[src/rtl/shift_register_pkg.sv]
// Shared definitions for the nibble-loading shift register: shift-mode
// encodings and default widths.
package shift_register_pkg;

  // Default widths: the register holds exactly two load nibbles
  localparam int DEFAULT_IN_W   = 4;
  localparam int DEFAULT_DATA_W = 2 * DEFAULT_IN_W;

  // Shift-mode encoding as presented on the SHIFT port ({LSH,RSH})
  typedef enum logic [1:0] {
    HOLD  = 2'b00,
    RSH   = 2'b01,
    LSH   = 2'b10,
    HOLD2 = 2'b11
  } shift_mode_e;

endpackage

[src/rtl/shift_register_next.sv]
// Combinational next-state logic for the shift register: computes the next
// register contents and next FLAG from the current state and the controls.
module shift_register_next
  import shift_register_pkg::*;
#(
  parameter int DATA_W = DEFAULT_DATA_W,
  parameter int IN_W   = DEFAULT_IN_W
) (
  input  logic [DATA_W-1:0] cur_reg,
  input  logic              cur_flag,
  input  logic [IN_W-1:0]   in1,
  input  logic              load_enable,
  input  logic [1:0]        shift,
  output logic [DATA_W-1:0] next_reg,
  output logic              next_flag
);

  shift_mode_e mode;

  assign mode = shift_mode_e'(shift);

  // Load has priority over shifting; otherwise shift by one with zero fill,
  // capturing the bit that falls off the end into FLAG, or hold.
  always_comb begin
    next_reg  = cur_reg;
    next_flag = cur_flag;
    if (load_enable) begin
      next_reg  = {cur_reg[IN_W-1:0], in1};
      next_flag = 1'b0;
    end else begin
      case (mode)
        RSH: begin
          next_reg  = {1'b0, cur_reg[DATA_W-1:1]};
          next_flag = cur_reg[0];
        end
        LSH: begin
          next_reg  = {cur_reg[DATA_W-2:0], 1'b0};
          next_flag = cur_reg[DATA_W-1];
        end
        default: begin
          next_reg  = cur_reg;
          next_flag = cur_flag;
        end
      endcase
    end
  end

endmodule

[src/rtl/shift_register.sv]
// Nibble-loading shift register with logical left/right shift and a flag
// holding the most recently shifted-out bit. Output is fully registered.
module shift_register
  import shift_register_pkg::*;
#(
  parameter int DATA_W = DEFAULT_DATA_W,
  parameter int IN_W   = DEFAULT_IN_W
) (
  input  logic              CLK,
  input  logic              RESET,
  input  logic [IN_W-1:0]   IN1,
  input  logic              LOAD_ENABLE,
  input  logic [1:0]        SHIFT,
  output logic [DATA_W-1:0] OUT,
  output logic              FLAG
);

  logic [DATA_W-1:0] data_reg;
  logic              flag_reg;
  logic [DATA_W-1:0] data_next;
  logic              flag_next;

  shift_register_next #(
    .DATA_W (DATA_W),
    .IN_W   (IN_W)
  ) u_next (
    .cur_reg     (data_reg),
    .cur_flag    (flag_reg),
    .in1         (IN1),
    .load_enable (LOAD_ENABLE),
    .shift       (SHIFT),
    .next_reg    (data_next),
    .next_flag   (flag_next)
  );

  // State register: DATA_W data bits plus the flag, cleared asynchronously
  always_ff @(posedge CLK or negedge RESET) begin
    if (!RESET) begin
      data_reg <= '0;
      flag_reg <= 1'b0;
    end else begin
      data_reg <= data_next;
      flag_reg <= flag_next;
    end
  end

  assign OUT  = data_reg;
  assign FLAG = flag_reg;

endmodule

[config.mk]
export PLATFORM = sky130hd
export DESIGN_NAME = shift_register
export DESIGN_NICKNAME = d
export VERILOG_FILES = /design/src/rtl/shift_register_pkg.sv /design/src/rtl/shift_register_next.sv /design/src/rtl/shift_register.sv
export SDC_FILE = /design/constraint.sdc
export NUM_CORES = 1
export LEC_CHECK = 0
export ABC_AREA = 0
export CORE_MARGIN = 2
export CORE_UTILIZATION = 30
export DETAILED_ROUTE_END_ITERATION = 6
export PLACE_DENSITY_LB_ADDON = 0.05
export RECOVER_POWER = 100
export REMOVE_ABC_BUFFERS = 1
export SYNTH_ARGS = -nofsm -noshare
export SYNTH_HDL_FRONTEND = slang
export SYNTH_HIERARCHICAL = 1
export SYNTH_SLANG_ARGS = --single-unit
[constraint.sdc]
create_clock -name CLK -period 2 [get_ports CLK]
set_input_delay 0.5 -clock CLK [delete_from_list [all_inputs] [get_ports CLK]]
set_output_delay 0.5 -clock CLK [all_outputs]
set_load 0.05 [all_outputs]
==> results by group <==
GRT
  – Initial antenna violation count: 0
  – First-pass GRT wire length: 2210 um
  – Largest net degree at the start of global routing: 11
  – Vias in the first global route: 495
  – Gr usage total: 14.5%
  – Grt total ovfl: 0

Clock network
  – Post-CTS setup buffer count: 0
  – Hold buffer count at CTS: 0
  – Post-CTS sizing: 0
  – H-tree levels: 1
  – Clk buf depth: 2
  – Worst-Skew Late Latency: 0.25 ns
  – CTS sink count: 9
  – Root Buffer: clkbuf_4
  – CTS Buf Count: 3
  – Clock-pin slew on the worst setup and hold paths: 0.06 ns
  – CTS tree: done

Cells and area
  – Nets@finish: 85
  – Post-layout util: 40.9%
  – Antenna diodes: 0
  – Share of cells above drive strength 1: 17.8%
  – Design area: 721 um2
  – Syn-to-layout area delta: 26.6%

Timing
  – Slew HR: 60.1%
  – Unrepaired setup endpoints after global routing: no
  – Slew @ Worst Pin: 0.601 ns
  – Fmax: 541 MHz
  – Worst hold slack: 0.558 ns
  – Setup Skew: 0.00208 ns
  – # setup viols final: 0
  – Final max-slew violation count: 0
  – Min cycle time layout: 1.85 ns
  – Fin. Hold Viols: 0
  – Setup_tns: 0 ns
  – Final period util: 92.4%

Floorplan
  – Die Y: 47.6 um
  – Core area: 1760 um2
  – Starting Density: 32.3%
  – Die X: 47.6 um
  – # rows: 15
  – # IOs: 18
  – Die Area: 2260 um2

Synthesis
  – Synthesis Warnings: 6
  – Cell variety after synth: 17
  – Post-synth EDFFs: 0
  – Primary FF master, synth: dfrtp_1
  – Async SR Flop Fraction: 100%
  – Post-Syn Area: 569 um2
  – Mapped Avg Cell Area: 10.5 um2
  – Post-synth top area share: 39.6%
  – Post-Syn Instances: 54
  – Synth top cells by count: dfrtp_1 (9), nor2b_1 (8), nand2_1 (6)
  – Synth area leaders: dfrtp_1 (40%), a221oi_2 (11%), nor2b_1 (8.8%), o31ai_2 (8.8%), a221oi_1 (4.6%)
  – Count leader, synth: dfrtp_1
  – Sequential-to-total area share from yosys stat: 39.6%
  – Area leader, netlist: dfrtp_1
  – Yosys reg bits: 9

Worst setup path
  – Startpoint types: primary input
  – Worst r2r src: OUT[2]$_DFF_PN0_
  – Critical-path cell list: dlygate4sd3_1 > inv_1 > ha_1 > buf_4 > a221oi_1 > o31ai_2
  – R2R depth: 2
  – WP depth: 6
  – Arrival time worst endpoint: 1.98 ns
  – CP max stage cell: dlygate4sd3_1
  – Buf/Inv on CP: 3
  – Worst EP required: 2.14 ns
  – Critical path class: primary input to flop
  – Crit-path max cell delay: 0.55 ns
  – Crit path max-delay family: buffers and inverters
  – Maximum fanout along the worst path: 8
  – R2r setup slk: 0.98 ns
  – Reg2reg end: OUT[1]$_DFF_PN0_
  – CP Capture Type: flop

Power and ir drop
  – P_leak: 0.000291 uW
  – Power per cell area: 812 nW/um2
  – Peak VDD IR: 0.000290 V

Worst hold path
  – Min-delay src: FLAG$_DFF_PN0_
  – Hold Path End: FLAG$_DFF_PN0_
  – Hold WC Path Type: flop to flop
  – Hold Crit Depth: 2

Routing
  – DRC: 0
  – Vias/cell: 4.91
  – Final WL: 1330 um
  – DR iter-0 viols: 7
  – Initial DRT Pass Iterations: 4
  – Vias: 481
  – Post-DRT Antenna Nets: 0
  – DR WL/cell: 13.5 um

Placement
  – # port buffers: 17
  – Area after DPL: 734 um2
  – Final Wtd Congestion: 0.811
  – HPWL after DPL: 1030 um

Job
  – Max-Cap Viols: 0

Outcome
  – Status: complete, no violations
-- sequential cells by signal, indices dropped and copies added, names as in the netlist --
signal  cells
FLAG        1
OUT         8
-- through the flow --
| stage | setup slack [ns] | power (uW) | instances |
|---|---|---|---|
| 2_1_floorplan | 0.519 | 386 | 49 |
| 3_3_place_gp | 0.00420 | 478 | 94 |
| 3_5_place_dp | -0.0194 | 478 | 94 |
| 4_1_cts | 0.255 | 622 | 98 |
| 5_1_grt | 0.0882 | 624 | 98 |
| 6_report | 0.153 | 585 | 98 |
-- kinds of logic (layout without fill, tap and decap cells) --
logic type	count (synthesis)	in the layout	synth area share (%)
flops	9	9	39.6
simple gates	18	18	17.6
fa+ha+maj	2	2	4.39
buf+inv	8	27	8.35
compound gates	17	17	30.1
-- layout make-up --
class                      count  area, um2
clock buffer                   4       26.3
fill                         213       1040
inverter                       3       11.3
multi-input combinational     37        290
sequential                     9        225
tap                           25       31.3
timing repair buffer          20        136
-- worst max path at each step --
stage          startpoint               end  slack (ns)
6_report         SHIFT[0]  OUT[4]$_DFF_PN0_        0.15
3_5_place_dp     SHIFT[0]  OUT[6]$_DFF_PN0_       -0.02
5_1_grt          SHIFT[0]  OUT[6]$_DFF_PN0_        0.09
2_1_floorplan    SHIFT[0]  OUT[6]$_DFF_PN0_        0.52
3_3_place_gp     SHIFT[0]  OUT[6]$_DFF_PN0_       0.004
4_1_cts          SHIFT[0]  OUT[6]$_DFF_PN0_        0.25
-- power breakdown --
group	switching, uW	total (uW)	internal (uW)	leakage (uW)
Clock	60.3	137	76.7	0.0000150
Sequential	31.9	237	205	0.000110
Combinational	144	211	67.8	0.000166
-- placed cells by master, fill, tap and decap left out --
cell	Yosys	routed
o31ai_1	1	1
buf_4	2	3
nor3_1	1	1
nor2b_1	8	8
dlygate4sd3_1	0	2
clkbuf_1	0	10
a221oi_1	3	4
clkdlybuf4s50_1	0	6
a21oi_1	4	4
nand3b_1	2	2
inv_1	3	3
clkbuf_4	0	3
a211oi_1	1	1
nor3b_1	1	1
o31ai_2	4	4
dfrtp_1	9	9
ha_1	2	2
nand2_1	6	6
a221oi_2	4	3
-- worst register-to-register path: cells and delay by family (launching register included) --
family,cells,cell delay [ns]
AOI/OAI and AO/OA,2,0.47
DFF,1,0.43
-- metal layers --
metal	part of all wire (%)	routed length, um	GRT usage [%]
met5	0	0	0
met4	1.3	17	6.49
met3	6.1	81	4.15
met2	44	579	22.2
met1	49	649	19.0
(Power assumes the default switching activity.)
